## config.mk

```make
export PLATFORM = sky130hd
export DESIGN_NAME = hash_lookup_sched
export DESIGN_NICKNAME = d
export VERILOG_FILES = /design/src/rtl/hash_lookup_pkg.sv /design/src/rtl/hash_lookup_sched_rr_arbiter.sv /design/src/rtl/hash_lookup_sched.sv
export SDC_FILE = /design/constraint.sdc
export NUM_CORES = 1
export LEC_CHECK = 0
export ABC_AREA = 1
export CAP_MARGIN = 20
export CORE_AREA = 2 2 131 133
export CTS_CLUSTER_DIAMETER = 40
export CTS_CLUSTER_SIZE = 12
export DETAILED_ROUTE_END_ITERATION = 16
export DIE_AREA = 0 0 133 135
export GPL_TIMING_DRIVEN = 1
export PLACE_DENSITY = 0.85
export SYNTH_ARGS = -nofsm -noshare
export SYNTH_HDL_FRONTEND = slang
export SYNTH_SLANG_ARGS = --single-unit
```

## constraint.sdc

```tcl
create_clock -name clk -period 7.18 [get_ports clk]
set_input_delay 1.795 -clock clk [delete_from_list [all_inputs] [get_ports clk]]
set_output_delay 1.795 -clock clk [all_outputs]
set_load 0.01 [all_outputs]
```

## src/rtl/hash_lookup_pkg.sv

```systemverilog
// Shared widths, scheduler state encoding and the lookup descriptor layout.
package hash_lookup_pkg;
  localparam int KEY_W    = 40;
  localparam int HASH_W   = 9;
  localparam int MAX_ID_W = 3;

  typedef enum logic [2:0] {
    IDLE  = 3'd0,
    ISSUE = 3'd1,
    BEAT0 = 3'd2,
    BEAT1 = 3'd3,
    OUT   = 3'd4
  } sched_state_t;

  typedef struct packed {
    logic [MAX_ID_W-1:0] id;
    logic [KEY_W-1:0]    key;
    logic [3*HASH_W-1:0] idx_a;
    logic [3*HASH_W-1:0] idx_b;
  } lookup_desc_t;
endpackage

```

## src/rtl/hash_lookup_sched_rr_arbiter.sv

```systemverilog
// Combinational round-robin pick: first requester at or after ptr (mod N).
// Zero latency; grants nothing while en is low.
module rr_arbiter
  import hash_lookup_pkg::*;
#(
  parameter int N  = 4,
  parameter int IW = $clog2(N)
) (
  input  logic [N-1:0]  req,
  input  logic [IW-1:0] ptr,
  input  logic          en,
  output logic [N-1:0]  gnt,
  output logic [IW-1:0] idx
);
  logic [IW-1:0] cand;
  logic          found;

  always_comb begin
    gnt   = '0;
    idx   = '0;
    found = 1'b0;
    cand  = '0;
    for (int i = 0; i < N; i++) begin
      cand = IW'((int'(ptr) + i) % N);
      if (en && !found && req[cand]) begin
        found     = 1'b1;
        gnt[cand] = 1'b1;
        idx       = cand;
      end
    end
  end
endmodule

```

## src/rtl/hash_lookup_sched.sv

```systemverilog
// Shares one two-beat hash engine among NUM_REQ requesters; accept->lk_valid in 4 cycles, lk_valid held until lk_ready.
// Optional HASH_TIMEOUT_EN adds a beat watchdog (err_timeout) that drops a stalled key.
module hash_lookup_sched
  import hash_lookup_pkg::*;
#(
  parameter int NUM_REQ = 4,
  parameter int ID_W    = $clog2(NUM_REQ)
`ifdef HASH_TIMEOUT_EN
  , parameter int TIMEOUT_CYC = 16
`endif
) (
  input  logic                     clk,
  input  logic                     reset,
  input  logic [NUM_REQ-1:0]       req_valid,
  input  logic [NUM_REQ*KEY_W-1:0] req_key,
  output logic [NUM_REQ-1:0]       req_ready,
  output logic                     hf_key_valid,
  output logic [KEY_W-1:0]         hf_key,
  input  logic                     hf_hash_valid,
  input  logic [HASH_W-1:0]        hf_hash_1,
  input  logic [HASH_W-1:0]        hf_hash_2,
  input  logic [HASH_W-1:0]        hf_hash_3,
  output logic                     lk_valid,
  input  logic                     lk_ready,
  output logic [ID_W-1:0]          lk_id,
  output logic [KEY_W-1:0]         lk_key,
  output logic [3*HASH_W-1:0]      lk_idx_a,
  output logic [3*HASH_W-1:0]      lk_idx_b,
  output logic                     err_seq
`ifdef HASH_TIMEOUT_EN
  , output logic                   err_timeout
`endif
);
  sched_state_t        state_q, state_d;
  logic [ID_W-1:0]     ptr_q, ptr_d;
  lookup_desc_t        desc_q, desc_d;
  logic [NUM_REQ-1:0]  gnt;
  logic [ID_W-1:0]     gnt_idx;
  logic [3*HASH_W-1:0] beat_idx;
  logic                beat_msb;
  logic                in_beat;
  logic                unused_id;

  // Gating with reset keeps req_ready low while reset is held.
  rr_arbiter #(.N(NUM_REQ), .IW(ID_W)) u_arb (
    .req (req_valid),
    .ptr (ptr_q),
    .en  (state_q == IDLE && !reset),
    .gnt (gnt),
    .idx (gnt_idx)
  );

  assign beat_idx = {hf_hash_3, hf_hash_2, hf_hash_1};
  assign beat_msb = hf_hash_1[HASH_W-1];
  assign in_beat  = (state_q == BEAT0) || (state_q == BEAT1);

`ifdef HASH_TIMEOUT_EN
  localparam int CNT_W = $clog2(TIMEOUT_CYC + 1);
  logic [CNT_W-1:0] cnt_q, cnt_d;

  always_comb begin
    cnt_d = '0;
    if (in_beat && !hf_hash_valid) cnt_d = cnt_q + 1'b1;
  end

  assign err_timeout = in_beat && !hf_hash_valid && (cnt_q == CNT_W'(TIMEOUT_CYC - 1));

  always_ff @(posedge clk or posedge reset) begin
    if (reset) cnt_q <= '0;
    else       cnt_q <= cnt_d;
  end
`endif

  always_comb begin
    state_d = state_q;
    ptr_d   = ptr_q;
    desc_d  = desc_q;
    case (state_q)
      IDLE: begin
        if (|gnt) begin
          desc_d.id  = MAX_ID_W'(gnt_idx);
          desc_d.key = req_key[gnt_idx*KEY_W +: KEY_W];
          ptr_d      = (gnt_idx == ID_W'(NUM_REQ - 1)) ? '0 : gnt_idx + 1'b1;
          state_d    = ISSUE;
        end
      end
      ISSUE: state_d = BEAT0;
      BEAT0: begin
        if (hf_hash_valid) begin
          desc_d.idx_a = beat_idx;
          state_d      = BEAT1;
        end
      end
      BEAT1: begin
        if (hf_hash_valid) begin
          desc_d.idx_b = beat_idx;
          state_d      = OUT;
        end
      end
      OUT:     if (lk_ready) state_d = IDLE;
      default: state_d = IDLE;
    endcase
`ifdef HASH_TIMEOUT_EN
    if (err_timeout) state_d = IDLE;
`endif
  end

  always_ff @(posedge clk or posedge reset) begin
    if (reset) begin
      state_q <= IDLE;
      ptr_q   <= '0;
      desc_q  <= '0;
    end else begin
      state_q <= state_d;
      ptr_q   <= ptr_d;
      desc_q  <= desc_d;
    end
  end

  // The engine re-samples the key on both beats, so hf_key stays up through BEAT1.
  assign req_ready    = gnt;
  assign hf_key_valid = (state_q == ISSUE);
  assign hf_key       = (state_q == ISSUE || in_beat) ? desc_q.key : '0;
  assign lk_valid     = (state_q == OUT);
  assign lk_id        = desc_q.id[ID_W-1:0];
  assign lk_key       = desc_q.key;
  assign lk_idx_a     = desc_q.idx_a;
  assign lk_idx_b     = desc_q.idx_b;
  assign err_seq      = hf_hash_valid &&
                        (((state_q == BEAT0) && beat_msb) || ((state_q == BEAT1) && !beat_msb));
  assign unused_id    = ^desc_q.id;
endmodule

```

# ---- Word level (Yosys, flattened, before mapping)
# Index checks and enable logic that the tools add are counted.
dict set report word_totals {
  register_bits 101
  input_bits 195
}
dict set report classes {
  addsub 4
  mul 1
  magnitude_cmp 8
  eq_ne 9
  n_shift 1
  n_mux 34
  n_bitwise 3
  n_reduce_logical 29
}
# operator n
set op_table {}
lappend op_table {{variable part select 160 x 9 -> 40 bit} 1}
lappend op_table {{2-to-1 mux 40 bit} 1}
lappend op_table {{2-to-1 mux 4 bit} 4}
lappend op_table {{logical AND 1 bit} 15}
lappend op_table {{one-hot mux 3 bit (5 select lines)} 1}
lappend op_table {{< comparator 2 x 3 -> 1 bit, second input constant} 4}
lappend op_table {{2-to-1 mux 3 bit} 4}
lappend op_table {{OR 4 bit} 3}
lappend op_table {{2-to-1 mux 1 bit} 11}
lappend op_table {{2-to-1 mux 2 bit} 5}
lappend op_table {{binary-select mux 1 bit (select 2 bit)} 4}
lappend op_table {{demux 1 bit (select 2 bit)} 4}
lappend op_table {{>= comparator 2 x 1 -> 1 bit, second input constant} 4}
lappend op_table {{== test 3 x 2 -> 1 bit, second input constant} 2}
lappend op_table {{AND reduction 2 bit} 3}
lappend op_table {{zero test 1 bit} 5}
lappend op_table {{multiplier 2 x 3 -> 5 bit, second input constant} 1}
lappend op_table {{adder 2 x 1 -> 2 bit, second input constant} 2}
lappend op_table {{adder 2 bit, second input constant} 2}
lappend op_table {{!= test 2 x 1 -> 1 bit, second input constant} 2}
lappend op_table {{!= test 2 bit, second input constant} 2}
lappend op_table {{AND reduction 4 bit} 1}
lappend op_table {{OR reduction 4 bit} 1}
lappend op_table {{== test 3 x 1 -> 1 bit, second input constant} 1}
lappend op_table {{4 further kinds} 6}

# ---- Longest topological paths before layout
# Gate-level depths: netlist of the first run.
dict set report logic_depth {
  word_depth 19
  mapped_depth 19
  mapped_depth_nobuf 17
}

# ---- Hierarchy
# A second synthesis of the first run with hierarchy kept.
dict set report unflattened {
  hier_cells 900
  hier_area_um2 6102.1
}
# module n_inst cells_per_inst area_per_inst_um2 seq_area_each_um2
set by_module_without_submodules {}
lappend by_module_without_submodules {hash_lookup_sched 1 818 5596.6 2527.4}
lappend by_module_without_submodules {rr_arbiter 1 82 505.5 0.0}

# ---- Worst setup path before layout of the first run
# Ideal clock, no wire load.
dict set report synth_path {
  path_kind {input-to-output}
  from {input req_valid[1]}
  to {output req_ready[0]}
  arrival_time_ns 2.546
  path_slack_ns 2.839
  path_stages 7
  n_path_buf 1
  cell_sequence {nand2_1 > nand3_1 > and2_1 > buf_6 > nor2_4 > nand3_1 > nand3_1}
}
dict set report synth_between {
  elab_chain_cells 16
}
# element line_no
set synth_lines {}
lappend synth_lines {{start: declaration} hash_lookup_sched.sv:14} ;# input logic [NUM_REQ-1:0] req_valid,
lappend synth_lines {{binary-select mux 1 bit (select 2 bit)} hash_lookup_sched_rr_arbiter.sv:25} ;# if (en && !found && req[cand]) begin
lappend synth_lines {{2-to-1 mux 1 bit (not written as such)} hash_lookup_sched_rr_arbiter.sv:25}
lappend synth_lines {{logical AND 1 bit} hash_lookup_sched_rr_arbiter.sv:25}
lappend synth_lines {{2-to-1 mux 1 bit} hash_lookup_sched_rr_arbiter.sv:25}
lappend synth_lines {{zero test 1 bit} hash_lookup_sched_rr_arbiter.sv:25}
lappend synth_lines {{logical AND 1 bit (2 in a row)} hash_lookup_sched_rr_arbiter.sv:25}
lappend synth_lines {{2-to-1 mux 1 bit} hash_lookup_sched_rr_arbiter.sv:25}
lappend synth_lines {{zero test 1 bit} hash_lookup_sched_rr_arbiter.sv:25}
lappend synth_lines {{logical AND 1 bit (2 in a row)} hash_lookup_sched_rr_arbiter.sv:25}
lappend synth_lines {{2-to-1 mux 1 bit} hash_lookup_sched_rr_arbiter.sv:25}
lappend synth_lines {{zero test 1 bit} hash_lookup_sched_rr_arbiter.sv:25}
lappend synth_lines {{logical AND 1 bit (2 in a row)} hash_lookup_sched_rr_arbiter.sv:25}
lappend synth_lines {{2-to-1 mux 4 bit (*)} hash_lookup_sched_rr_arbiter.sv:25}
lappend synth_lines {{end: declaration} hash_lookup_sched.sv:16} ;# output logic [NUM_REQ-1:0] req_ready,
# Every way passes the cells marked *; elsewhere a longest branch is shown, timed or not. The select of a mux whose other input is x is not followed.

# ---- Worst setup path in the final report of the first run
dict set report layout_path {
  from {input req_valid[0]}
  to {output req_ready[3]}
}
# Same word-level chain as after synthesis.

==> results of run 1 <==
synthesized netlist by cell type (2+ instances only):
master    count
buf_6        10
nor2_4        3
nand2_1     420
nand4_1       4
clkbuf_1     19
buf_2        16
inv_1       103
inv_2         4
o21ai_0      53
nand3_1      90
dfrtp_1     101
ha_1          8
buf_4         7
o21ai_1       2
nand2_2       7
nor2_2        2
nor2_1       46
o21a_1       23
nor3_1        2
metal layers:
metal  wire, um  track usage
met1       8640        0.287
met2      11100        0.432
met3       1460       0.0432
met4        711        0.105
met5          0            0
kinds of logic (layout without fill, tap and decap cells):
kind of cell | count (synthesis) | count (layout) | share of synthesized area
AOI/OAI and AO/OA | 79 | 79 | 0.0737
muxes | 1 | 1 | 0.00182
buffers and inverters | 161 | 469 | 0.118
DFF | 101 | 101 | 0.408
other | 0 | 1 | 0
and+or+nand+nor | 578 | 578 | 0.383
adders and majority gates | 8 | 8 | 0.0162
sequential cells by signal (all words and copies together) (netlist names):
signal	count
lk_id	2
lk_idx_a	27
lk_idx_b	27
lk_key	40
ptr_q	2
state_q	3
cell type report:
type	count	area [sq um]	share of cell area
Multi-Input combinational cell	666	2960	0.298
Clock inverter	6	75.1	0.00755
Inverter	109	414	0.0417
Sequential cell	101	2530	0.254
Antenna cell	1	2.50	0.000252
Tap cell	220	275	0.0277
Timing Repair Buffer	344	3450	0.347
Clock buffer	10	239	0.0240
power groups by stage:
stage / Combinational, mW / Clock (mW) / Sequential [mW]
2_1_floorplan: 1.45 / 0 / 1.11
3_3_place_gp: 2.58 / 0 / 1.04
3_5_place_dp: 2.62 / 0 / 1.04
4_1_cts: 2.62 / 0.543 / 1.04
5_1_grt: 2.90 / 0.568 / 1.07
6_report: 2.62 / 0.527 / 1.04
stage by stage:
stage | hold WS (ns) | cell area, sq um | total power, mW | setup WS (ns) | util
5_1_grt | 0.509 | 9940 | 4.53 | 1.61 | 0.606
3_3_place_gp | 0.457 | 9590 | 3.61 | 1.81 | 0.585
6_report | 0.482 | 9940 | 4.19 | 1.78 | 0.606
3_5_place_dp | 0.462 | 9590 | 3.66 | 1.80 | 0.585
2_1_floorplan | 0.509 | 6190 | 2.56 | 2.74 | -
4_1_cts | 0.489 | 9910 | 4.20 | 1.79 | 0.604
path summary, 6_finish.rpt:
| path | from | end | slack (ns) | cells past startpoint |
|---|---|---|---|---|
| setup / recovery | req_valid[0] | req_ready[3] | 1.78 | 8 |
| hold / removal | lk_idx_a[8] | lk_idx_a[8] | 0.48 | 2 |
| setup reg to reg | ptr_q[1] | lk_key[27] | 3.62 | 15 |
| hold reg to reg | lk_idx_a[8] | lk_idx_a[8] | 0.48 | 2 |
| max in group asynchronous | reset | lk_idx_b[23] | 4.03 | 3 |
| min in group asynchronous | reset | ptr_q[0] | 1.89 | 2 |
worst reg2reg max path: stages (launching register included):
cell	delay, ns
dfrtp_1	0.53
inv_1	0.23
ha_1	0.43
inv_1	0.11
nand3_1	0.09
nand2_2	0.12
inv_2	0.08
nor2_8	0.17
nand3_1	0.10
nand3_1	0.11
nor2_1	0.08
nand2_2	0.06
buf_4	0.52
inv_2	0.51
nand2_1	0.22
nand3_1	0.09
==> flow_summary.yaml, run 1 <==
yosys:
  syn_area_sq_mm: 0.00619
  syn_avg_cell_area_sq_um: 6.67
  synthFlopType: "dfrtp_1"
  synth_edf_count: 0
  synth_nets: 1131
  synth_top_cell_area_share: 0.408
  synth.distinct_cells: 27
  synthArstFlopShare: 1.00
  syn_inst: 928
  yosysWarnings: 0
  ys_ff_latch: 101
  synth.area.top_cells: "dfrtp_1, nand2_1, nand3_1"
  yosysTopAreaCell: "dfrtp_1"
  yosysSeqAreaShare: 0.408
outcome:
  status: "complete, no violations"
route:
  wl_um: 21900
  drc_errors: 0
  wl_per_cell_um: 15.1
  ant_nets: 0
  vias: 6926
  viasPerCell: 4.75
  drtIter0Drc: 455
  drtPass1Iterations: 6
floorplanning:
  dieArea_sq_mm: 0.0180
  die_h_um: 135
  start_util: 0.377
  design.core.area_sq_mm: 0.0164
  die_x_um: 133
  row_count: 47
  io_pins: 338
cells_and_area:
  nNetsFinal: 1434
  layout_commonest_cell: "nand2_1"
  layout-drive-gt1-share: 0.0372
  fill_cells: 1437
  mostFrequentLayoutCells: "nand2_1, clkdlybuf4s50_1, inv_1"
  area_growth_pct: 60.4
  instances_no_fill: 1457
clock_network:
  clkSinkCount: 101
  post_cts_resized: 0
  cts.clk_slew.worst_paths_ns: 0.07
  cts_buffer_depth: 2
  clk_latency_ns: 0.35
  hold_buffers: 0
  cts_root_buf: "clkbuf_16"
  cts_buffers: 9
  cts_tree: "done"
  htreeDepth: 3
  post_cts_buffers: 0
timing:
  setup_viol: 0
  max_freq_ghz: 0.185
  hold_viol: 0
  fin_crit_ns: 5.40
  finalCritPeriodShare: 0.752
  clock_skew_ns: 0.00754
  rsz0062_at_grt: "false"
  slew_headroom: 0.288
  final.setup.tns_ns: 0
  slew_viol_final: 0
  worst_pin_slew_ns: 1.07
grt:
  grt_pass1_vias: 6672
  gr-total-overflow: 0
  grt_max_degree: 104
  grt_pass1_wl_um: 34500
  antenna_found_initial: 1
  track_usage: 0.242
placement:
  place_hpwl_um: 16100
  port_buffers: 337
  dp.cells: 1439
  gp_congestion: 0.843
setup_path:
  start_kind: "primary input"
  endpoint_kind: "primary output"
  path_max_fanout: 6
  critical_path_required_ns: 5.39
  crit_chain: "clkdlybuf4s50_1 -> nand2_2 -> nand3_1 -> and2_1 -> nor2_4 -> nand3_1 -> nand3_1 -> clkdlybuf4s50_1"
  arrival_ns: 3.60
  critPathTopFamily: "buffers and inverters"
  worstSetupPathType: "primary input to primary output"
  crit_buf_inv: 2
  crit_path_frequent_cell: "nand3_1"
  cp_slowest_cell: "clkdlybuf4s50_1"
  max_stage_delay_ns: 0.54
power:
  irDropWorstVdd_mv: 0.281
  p_seq_frac: 0.248
  clkPwrFrac: 0.126
  comb_power_share: 0.626
  intPower_mw: 2.28
  switching_share: 0.455
  power.leakage_nw: 4.92
  netSwitchingPower_mw: 1.90
  powerDensity_mw_per_mm2: 421
flow_run:
  maxCapViolCount: 0
worst_hold_path:
  holdCritPathClass: "flip-flop to flip-flop"
Power figures use the tool's default switching activity.
==> inputs of run 2 (changes only) <==
CORE_AREA = 2 2 132 134   (was 2 2 131 133)
DIE_AREA = 0 0 134 136   (was 0 0 133 135)
PLACE_DENSITY = 0.84   (was 0.85)
clock period = 5 ns   (was 7.18 ns; I/O delays follow)
==> flow_summary.yaml, run 2 (synthesis gave the netlist of run 1 again) <==
outcome:
  status: "complete, no violations"
setup_path:
  start_kind: "primary input"
  critical_path_required_ns: 3.75
  arrival_ns: 3.10
  endpoint_kind: "primary output"
  worstSetupPathType: "primary input to primary output"
  path_max_fanout: 6
  reg2reg_depth: 18
cells_and_area:
  area_growth_pct: 60.6
  multi_input_area_sq_mm: 0.00296
  nNetsFinal: 1438
  largest_reg_flops: 40
  layout_commonest_cell: "nand2_1"
  layout-drive-gt1-share: 0.0395
  antennaDiodeCount: 0
  register_area_sq_mm: 0.00253
  fill_cells: 1524
  mostFrequentLayoutCells: "nand2_1, clkdlybuf4s50_1, inv_1"
placement:
  port_buffers: 337
  place_hpwl_um: 17100
  gp_congestion: 0.955
timing:
  rsz0062_at_grt: "false"
  finalCritPeriodShare: 0.871
  max_freq_ghz: 0.230
  final.setup.tns_ns: 0
  hold_viol: 0
  setup_viol: 0
  slew_headroom: 0.438
  worst_pin_slew_ns: 0.843
  hold_ws_ns: 0.486
  clock_skew_ns: 0.00954
  fin_crit_ns: 4.35
  slew_viol_final: 0
floorplanning:
  die_x_um: 134
  dieArea_sq_mm: 0.0182
  die_h_um: 136
  start_util: 0.367
  design.core.area_sq_mm: 0.0169
  row_count: 48
  io_pins: 338
clock_network:
  hold_buffers: 0
  cts_buffer_depth: 2
  clk_latency_ns: 0.35
  clkSinkCount: 101
  cts.clk_slew.worst_paths_ns: 0.07
  cts_buffers: 9
  cts_tree: "done"
  post_cts_resized: 0
  htreeDepth: 3
  post_cts_buffers: 0
  cts_root_buf: "clkbuf_16"
grt:
  grt_max_degree: 65
  track_usage: 0.243
  gr-total-overflow: 0
  grt_pass1_wl_um: 34400
  antenna_found_initial: 0
  grt_pass1_vias: 6566
route:
  vias: 6901
  drc_errors: 0
  viasPerCell: 4.71
  wl_um: 22700
  drtIter0Drc: 470
  ant_nets: 0
  drtPass1Iterations: 5
  wl_per_cell_um: 15.5
power:
  netSwitchingPower_mw: 2.74
  comb_power_share: 0.629
  clkPwrFrac: 0.123
  powerDensity_mw_per_mm2: 603
  p_seq_frac: 0.248
  switching_share: 0.456
  irDropWorstVdd_mv: 0.259
  power.leakage_nw: 4.92
  intPower_mw: 3.26
worst_hold_path:
  holdCritPathClass: "flip-flop to flip-flop"
  hold_path_depth: 2
flow_run:
  maxCapViolCount: 0
==> run 2: cell count changes in the layout (fill, tap and decap cells not counted) <==
| cell | delta |
|---|---|
| buf_16 | -1 |
| buf_4 | +5 |
| clkbuf_8 | +1 |
| clkinv_2 | -1 |
| clkinv_4 | +1 |
| clkinvlp_4 | +1 |
| diode_2 | -1 |
| inv_6 | -1 |
| inv_8 | -2 |
==> run 2: area by class of cell <==
class                      instances  share of cell area
clock buffer                      11              0.0254
clock inverter                     4             0.00554
inverter                         109              0.0416
multi-input combinational        666               0.297
sequential                       101               0.254
tap                              225              0.0283
timing repair buffer             348               0.348
==> run 2: worst max-delay path, cell delays in order <==
cell and delay, ns:
clkdlybuf4s50_1 0.50, nand2_1 0.08, nand3_1 0.13, nand2_2 0.10
nor2_2 0.22, nand2_1 0.08, nand2_1 0.07, inv_1 0.04
nand3_1 0.09, clkdlybuf4s50_1 0.54
==> run 2: layer usage <==
metal	share of wire	vias to the layer above	global-route usage
li1	-	3445	-
met2	0.49	292	0.412
met3	0.067	58	0.0559
met1	0.40	3106	0.296
met4	0.040	0	0.108
met5	0	-	0
==> run 2: through the flow <==
step | area (sq um) | worst slack [ns] | power, mW | utilization | instances
floorplan | 6190 | 1.10 | 3.67 | - | 928
global placement | 9640 | 0.671 | 5.22 | 0.571 | 1449
detailed placement | 9640 | 0.685 | 5.29 | 0.571 | 1449
CTS | 9940 | 0.671 | 6.04 | 0.589 | 1464
global route | 9940 | 0.506 | 6.47 | 0.589 | 1464
finish | 9940 | 0.647 | 6.00 | 0.589 | 1464
==> run 2: power by group through the flow <==
| stage | sequential [mW] | clock, mW | combinational, mW |
|---|---|---|---|
| floorplan | 1.59 | 0 | 2.08 |
| global placement | 1.49 | 0 | 3.73 |
| detailed placement | 1.49 | 0 | 3.80 |
| CTS | 1.49 | 0.751 | 3.81 |
| global route | 1.53 | 0.781 | 4.15 |
| finish | 1.49 | 0.738 | 3.78 |
==> run 2: path summary, 6_finish.rpt <==
check                               end  slack [ns]          from
setup / recovery           req_ready[2]        0.65  req_valid[3]
hold reg to reg             lk_idx_a[8]        0.49   lk_idx_a[8]
hold / removal              lk_idx_a[8]        0.49   lk_idx_a[8]
setup reg to reg              lk_key[8]        1.39      ptr_q[0]
min in group asynchronous     lk_key[1]        1.52         reset
max in group asynchronous    lk_key[36]        2.64         reset
